==> src/rtl/gpu_tile_pkg.sv <==
// Shared tile geometry and reader state encoding for the GPU tile datapath.
//   TILE_DIM x TILE_DIM tiles of PIXEL_W-bit pixels, stride-addressed rows.
package gpu_tile_pkg;

    localparam int unsigned TILE_DIM       = 32;
    localparam int unsigned TILE_LOG2      = 5;
    localparam int unsigned PIXEL_W        = 16;
    localparam int unsigned TILE_ROW_BYTES = TILE_DIM * (PIXEL_W / 8);
    // Offset from the last pixel of a row back to the row start.
    localparam int unsigned ROW_WRAP_BYTES = TILE_ROW_BYTES - (PIXEL_W / 8);
    localparam int unsigned ADDR_W         = 32;

    typedef enum logic [2:0] {
        RD_IDLE   = 3'd0,
        RD_HDR_HI = 3'd1,
        RD_HDR_LO = 3'd2,
        RD_ISSUE  = 3'd3,
        RD_DRAIN  = 3'd4
    } rd_state_e;

endpackage

==> src/rtl/fifo_reader_rbuf.sv <==
// Return buffer for fifo_reader: DEPTH-deep synchronous FIFO with occupancy.
//   clk, resetn          : clock, asynchronous active-low reset
//   wr_en_i, wr_data_i   : push (caller guarantees no overflow)
//   rd_en_i, rd_data_o   : pop; rd_data_o is the head, valid while count_o != 0
//   count_o              : current occupancy
module fifo_reader_rbuf #(
    parameter int unsigned DEPTH = 4,
    parameter int unsigned WIDTH = 16
) (
    input  logic                         clk,
    input  logic                         resetn,
    input  logic                         wr_en_i,
    input  logic [WIDTH-1:0]             wr_data_i,
    input  logic                         rd_en_i,
    output logic [WIDTH-1:0]             rd_data_o,
    output logic [$clog2(DEPTH+1)-1:0]   count_o
);

    localparam int unsigned PTR_W = $clog2(DEPTH);
    localparam int unsigned CNT_W = $clog2(DEPTH + 1);

    logic [WIDTH-1:0] mem_q [DEPTH];
    logic [PTR_W-1:0] wr_ptr_q, wr_ptr_d;
    logic [PTR_W-1:0] rd_ptr_q, rd_ptr_d;
    logic [CNT_W-1:0] count_q,  count_d;

    // Pointer and occupancy update; DEPTH is a power of two so pointers wrap naturally.
    always_comb begin
        wr_ptr_d = wr_ptr_q;
        rd_ptr_d = rd_ptr_q;
        count_d  = count_q;
        if (wr_en_i) wr_ptr_d = wr_ptr_q + PTR_W'(1);
        if (rd_en_i) rd_ptr_d = rd_ptr_q + PTR_W'(1);
        case ({wr_en_i, rd_en_i})
            2'b10:   count_d = count_q + CNT_W'(1);
            2'b01:   count_d = count_q - CNT_W'(1);
            default: count_d = count_q;
        endcase
    end

    always_ff @(posedge clk or negedge resetn) begin
        if (!resetn) begin
            wr_ptr_q <= '0;
            rd_ptr_q <= '0;
            count_q  <= '0;
        end else begin
            wr_ptr_q <= wr_ptr_d;
            rd_ptr_q <= rd_ptr_d;
            count_q  <= count_d;
        end
    end

    // Storage needs no reset: only slots covered by count_q are ever read out.
    always_ff @(posedge clk) begin
        if (wr_en_i) mem_q[wr_ptr_q] <= wr_data_i;
    end

    assign rd_data_o = mem_q[rd_ptr_q];
    assign count_o   = count_q;

endmodule

==> src/rtl/fifo_reader.sv <==
// Tile read master: fetches a 32x32 tile of 16-bit pixels over Avalon-MM and
// pushes it row-major into a downstream FIFO.
//   clk, resetn                 : clock, asynchronous active-low reset
//   stride, cmd_addr, cmd_valid : row pitch (bytes), tile base, command request
//   cmd_ready, busy, done       : command handshake / activity / completion pulse
//   master_*                    : Avalon-MM read master
//   fifo_data, fifo_write       : push side of downstream FIFO, fifo_full backpressure
// Build option FIFO_READER_HEADER_EN: prefix each tile with two header words
// (base address high half, then low half) ahead of the pixels.
module fifo_reader
    import gpu_tile_pkg::*;
#(
    parameter int unsigned MAX_PENDING = 4
) (
    input  logic        clk,
    input  logic        resetn,
    input  logic [15:0] stride,
    input  logic [31:0] cmd_addr,
    input  logic        cmd_valid,
    output logic        cmd_ready,
    output logic        busy,
    output logic        done,
    output logic [31:0] master_address,
    output logic        master_read,
    input  logic        master_wait_request,
    input  logic [15:0] master_read_data,
    input  logic        master_read_data_valid,
    output logic [15:0] fifo_data,
    output logic        fifo_write,
    input  logic        fifo_full
);

    localparam int unsigned PEND_W = $clog2(MAX_PENDING + 1);
    localparam int unsigned OCC_W  = PEND_W + 1;
    localparam logic [TILE_LOG2-1:0] IDX_LAST = TILE_LOG2'(TILE_DIM - 1);

`ifdef FIFO_READER_HEADER_EN
    localparam rd_state_e FIRST_ACTIVE = RD_HDR_HI;
`else
    localparam rd_state_e FIRST_ACTIVE = RD_ISSUE;
`endif

    rd_state_e              state_q, state_d;
    logic [ADDR_W-1:0]      addr_q, addr_d;
    logic [TILE_LOG2-1:0]   col_q, col_d;
    logic [TILE_LOG2-1:0]   line_q, line_d;
    logic [PEND_W-1:0]      pending_q, pending_d;
    logic                   done_q, done_d;

    logic [PEND_W-1:0]      buf_count;
    logic [PIXEL_W-1:0]     buf_head;
    logic [OCC_W-1:0]       occ;
    logic                   cmd_fire, rd_fire, last_read, buf_pop;

    assign occ       = OCC_W'(pending_q) + OCC_W'(buf_count);
    assign cmd_fire  = cmd_valid & cmd_ready;
    assign rd_fire   = master_read & ~master_wait_request;
    assign last_read = rd_fire & (col_q == IDX_LAST) & (line_q == IDX_LAST);
    assign buf_pop   = (buf_count != '0) & ~fifo_full;

    // Return buffer absorbs every read response; its occupancy gates issue.
    fifo_reader_rbuf #(
        .DEPTH (MAX_PENDING),
        .WIDTH (PIXEL_W)
    ) u_rbuf (
        .clk       (clk),
        .resetn    (resetn),
        .wr_en_i   (master_read_data_valid),
        .wr_data_i (master_read_data),
        .rd_en_i   (buf_pop),
        .rd_data_o (buf_head),
        .count_o   (buf_count)
    );

    // State register.
    always_ff @(posedge clk or negedge resetn) begin
        if (!resetn) state_q <= RD_IDLE;
        else         state_q <= state_d;
    end

    // Next-state logic; done fires on the DRAIN->IDLE transition.
    always_comb begin
        state_d = state_q;
        done_d  = 1'b0;
        case (state_q)
            RD_IDLE:   if (cmd_fire) state_d = FIRST_ACTIVE;
`ifdef FIFO_READER_HEADER_EN
            RD_HDR_HI: if (!fifo_full) state_d = RD_HDR_LO;
            RD_HDR_LO: if (!fifo_full) state_d = RD_ISSUE;
`endif
            RD_ISSUE:  if (last_read) state_d = RD_DRAIN;
            RD_DRAIN: begin
                if ((pending_q == '0) && (buf_count == '0)) begin
                    state_d = RD_IDLE;
                    done_d  = 1'b1;
                end
            end
            default:   state_d = RD_IDLE;
        endcase
    end

    // Output decode. Reads stay asserted under waitrequest because occupancy
    // can only fall while no read is accepted.
    always_comb begin
        cmd_ready      = 1'b0;
        busy           = 1'b1;
        master_read    = 1'b0;
        master_address = addr_q;
        done           = done_q;
        fifo_write     = buf_pop;
        fifo_data      = buf_pop ? buf_head : '0;
        case (state_q)
            RD_IDLE: begin
                cmd_ready = 1'b1;
                busy      = 1'b0;
            end
            RD_ISSUE:  master_read = (occ < OCC_W'(MAX_PENDING));
`ifdef FIFO_READER_HEADER_EN
            RD_HDR_HI: begin
                fifo_write = ~fifo_full;
                fifo_data  = addr_q[31:16];
            end
            RD_HDR_LO: begin
                fifo_write = ~fifo_full;
                fifo_data  = addr_q[15:0];
            end
`endif
            default: ;
        endcase
    end

    // Address walker and outstanding-read counter.
    always_comb begin
        addr_d    = addr_q;
        col_d     = col_q;
        line_d    = line_q;
        pending_d = pending_q;
        if (cmd_fire) begin
            addr_d = {cmd_addr[31:1], 1'b0};
            col_d  = '0;
            line_d = '0;
        end else if (rd_fire) begin
            col_d = col_q + TILE_LOG2'(1);
            if (col_q == IDX_LAST) begin
                addr_d = addr_q + ADDR_W'(stride) - ADDR_W'(ROW_WRAP_BYTES);
                line_d = line_q + TILE_LOG2'(1);
            end else begin
                addr_d = addr_q + ADDR_W'(2);
            end
        end
        case ({rd_fire, master_read_data_valid})
            2'b10:   pending_d = pending_q + PEND_W'(1);
            2'b01:   pending_d = pending_q - PEND_W'(1);
            default: pending_d = pending_q;
        endcase
    end

    always_ff @(posedge clk or negedge resetn) begin
        if (!resetn) begin
            addr_q    <= '0;
            col_q     <= '0;
            line_q    <= '0;
            pending_q <= '0;
            done_q    <= 1'b0;
        end else begin
            addr_q    <= addr_d;
            col_q     <= col_d;
            line_q    <= line_d;
            pending_q <= pending_d;
            done_q    <= done_d;
        end
    end

endmodule
==> config.mk <==
export PLATFORM = sky130hd
export DESIGN_NAME = fifo_reader
export DESIGN_NICKNAME = d
export VERILOG_FILES = /design/src/rtl/gpu_tile_pkg.sv /design/src/rtl/fifo_reader_rbuf.sv /design/src/rtl/fifo_reader.sv
export SDC_FILE = /design/constraint.sdc
export NUM_CORES = 1
export LEC_CHECK = 0
export BUFFER_PORTS_ARGS = -buffer_cell sky130_fd_sc_hd__buf_2
export CORE_MARGIN = 2
export CORE_UTILIZATION = 61
export CTS_CLUSTER_DIAMETER = 150
export DETAILED_ROUTE_END_ITERATION = 8
export PLACE_DENSITY = 0.85
export SLEW_MARGIN = 20
export SYNTH_ARGS = -nofsm -noshare
export SYNTH_HDL_FRONTEND = slang
export SYNTH_SLANG_ARGS = --single-unit
==> constraint.sdc <==
create_clock -name clk -period 6.5 [get_ports clk]
set_input_delay 0 -clock clk [delete_from_list [all_inputs] [get_ports clk]]
set_output_delay 0 -clock clk [all_outputs]
set_load 0.02 [all_outputs]
==> impl_metrics.tcl <==
set metrics [dict create \
    r2r_slack_ps 3020 \
    slowest_delay_ps 470 \
    status "finished clean" \
    numCtsBuffers 17 \
    hp-class "in2reg" \
    min_period_ps 3480 \
    htreeDepth 4 \
    grt_pass1_vias 7488 \
    ant_nets 0 \
    cts_buffer_depth 2 \
    pin_count 123 \
    dp_slack_ps 3170 \
    crit_chain "inv_1 > ha_1 > inv_1 > ha_1 > inv_1 > fa_1 > nand2b_1 > a21oi_1 > o41a_1 > a21oi_4 > o41ai_4 > nand3_1 > a221oi_2 > a2111oi_2" \
    avgViaCountPerCell 6.31 \
    r2r-end "master_address[27]" \
    io_buffers 121 \
    clock-root-buffer "clkbuf_16" \
    path_buf_inv 3 \
    multi_input_area_um2 4450 \
    async_flop_share_pct 46.2 \
    max_cap_viol_count 0 \
    die_x_um 120 \
    syn_area_per_cell_um2 9.68 \
    grt_setup_unrepaired "no" \
    max-slew-margin-rel_pct 28.6 \
    layout_commonest_cell "buf_2" \
    design.die.area_um2 14400 \
    switching_share_pct 46.6 \
    grt_pass1_wl_mm 38.9 \
    nFillCells 855 \
    worstHoldPathCells 5 \
    critical_path.top_delay_family "compound AO/OA/AOI/OAI gates" \
    postCtsSetupBuffers 0 \
    clk_latency_ps 430 \
    setup_viol 0 \
    final_util_pct 75.9 \
    post_cts_resized 0 \
    num_rows 42 \
    die_h_um 120 \
    vdd_drop_max_v 0.000270 \
    criticalPathCategory "reg2reg" \
    cp_max_fo 6 \
    most-common-layout-cells "buf_2, inv_1, a21oi_1" \
    end_kind "flip-flop" \
    final_max_slew_viol_count 0 \
    drt_iter0_markers 837 \
    reg2reg_depth 14 \
    synth-edff-count 64 \
    num_vias 7540 \
    cts_sinks 119 \
    cpMostUsedCell "inv_1" \
    period_share_pct 53.6 \
    layout-drive-gt1-share_pct 19.4 \
    sequentialPowerShare_pct 25.2 \
    combPwrFrac_pct 55.8 \
    tritoncts "done" \
    core-area_um2 13200 \
    r2r-start "master_address[1]" \
    syn_area_um2 8210 \
    arrival_ps 3780 \
    routed_wirelength_mm 25.1 \
    cpMaxStageDelayCell "dfrtp_1" \
    grt_max_degree 56 \
    syn_to_final_growth_pct 21.9 \
    grt_util_all_layers_pct 35.5 \
    synth_cells 849 \
    holdPathEnd "master_address[19]" \
    ys.flop_type "edfxtp_1" \
    firstDrtPassIters 6 \
    ff_latch_area_um2 3300 \
    wl_per_cell_um 21.0 \
    gp_congestion 0.923 \
    ys_seq_area_share_pct 40.2 \
    diodes 0 \
    worstPathRequired_ps 6800 \
    synth_cell_types 74 \
    p_leak_uw 0.00445 \
    clockPowerShare_pct 19.0 \
    start_kind "flip-flop" \
    clk_pin_slew_ps 60 \
    worstMarginPinSlew_ps 1070 \
    clock_skew_ps 13.5 \
    antenna_found_initial 0 \
    overflow 0 \
    fin_nets 1151 \
    synth_seq_cells 119 \
    start_util_pct 62.3 \
    ys.warnings.count 0 \
    hpwl_mm 15.2 \
    cellPowerDensity_nw_per_um2 516 \
    syn_nets 995 \
    p_switching_uw 2410 \
    setup_ws_ps 3020 \
    worst_hold_startpoint "cmd_addr[19]" \
    drc 0 \
    tns_ps 0 \
    intPower_uw 2760 \
    max_freq_ghz 0.287 \
    hold_viol 0 \
]
[logic make-up (layout without fill, tap and decap cells)]
| logic type | Yosys count | in the layout | synth area share [%] |
|---|---|---|---|
| multiplexers | 23 | 23 | 5.30 |
| XOR/XNOR | 43 | 43 | 4.58 |
| AND/OR/NAND/NOR | 250 | 250 | 15.3 |
| adder cells (fa/ha/maj) | 76 | 76 | 11.9 |
| flip-flops | 119 | 119 | 40.2 |
| AO/OA/AOI/OAI | 218 | 218 | 17.2 |
| buffers and inverters | 120 | 289 | 5.65 |
[registers in the layout (all words and copies together) (netlist names)]
register and flops:
col_q 5, done 1, line_q 5, master_address 32
pending_q 3, state_q 2, u_rbuf.count_o 3, u_rbuf.mem_q 64
u_rbuf.rd_ptr_q 2, u_rbuf.wr_ptr_q 2
[Yosys cell counts (7+ instances only)]
library cell	n	share of area [%]
inv_1	82	3.7
a21oi_1	80	4.9
ha_1	73	11
edfxtp_1	64	23
nor2_1	64	2.9
nand2_1	63	2.9
dfrtp_1	55	17
o21ai_0	50	3.0
clkbuf_1	26	1.2
xnor2_1	24	2.6
nand3_1	23	1.4
and2_1	22	1.7
nor3_1	19	1.2
xor2_1	19	2.0
mux4_2	16	4.4
and3_1	12	0.91
nand4_1	11	0.84
a22oi_1	10	0.91
a31oi_1	10	0.76
buf_2	10	0.61
nor4_1	8	0.61
a211oi_1	7	0.64
[worst register-to-register path: stages (launching register included)]
cell and delay (ps):
dfrtp_1 470, inv_1 90, ha_1 280, inv_1 70
ha_1 160, inv_1 70, fa_1 410, nand2b_1 180
a21oi_1 280, o41a_1 300, a21oi_4 110, o41ai_4 410
nand3_1 160, a221oi_2 290, a2111oi_2 60
[metal layers]
metal	share of wire [%]	vias to the layer above	global-route usage [%]
met5	0	-	0
met4	5.7	0	21.6
met3	8.6	114	7.70
met2	48	489	58.3
met1	38	3563	42.6
li1	-	3374	-
[power by group through the flow]
stage	registers, uW	clock network [uW]	logic, uW
floorplan	1280	0	2020
global placement	1280	0	2640
detailed placement	1290	0	2710
CTS	1280	970	2790
global route	1330	1010	3120
finish	1300	982	2880
[worst max path at each step]
stage                     slack, ps                 end  cells past startpoint         startpoint
after floorplan                3500  master_address[27]                     14  master_address[1]
after global placement         3270  master_address[27]                     14  master_address[1]
after detailed placement       3170  master_address[27]                     14  master_address[1]
after CTS                      3120  master_address[27]                     14  master_address[1]
after global routing           2850  master_address[27]                     14  master_address[1]
final                          3020  master_address[27]                     14  master_address[1]
[what timing repair did]
item,4_1_cts,5_1_grt
setup endpoints to repair,0,0
hold buffers,47,0
endpoints found under the hold margin,150,0
[metrics by stage]
stage                     area (um^2)  hold slack (ps)  instances  power (uW)
after floorplan                  8210             -296        849        3300
after global placement           8940              202       1115        3920
after detailed placement         8940              216       1115        4000
after CTS                       10000             21.1       1194        5040
after global routing            10000             81.3       1194        5450
final                           10000             28.1       1194        5170
[cell type report]
cell class	instances	share of cell area (%)
multi-input cells	610	44.5
flip-flops and latches	119	33.0
repair buffers	175	11.3
clock buffers	21	4.50
inverters	82	3.07
well taps	176	2.20
clock inverters	11	1.50
Power figures use the tool's default switching activity.
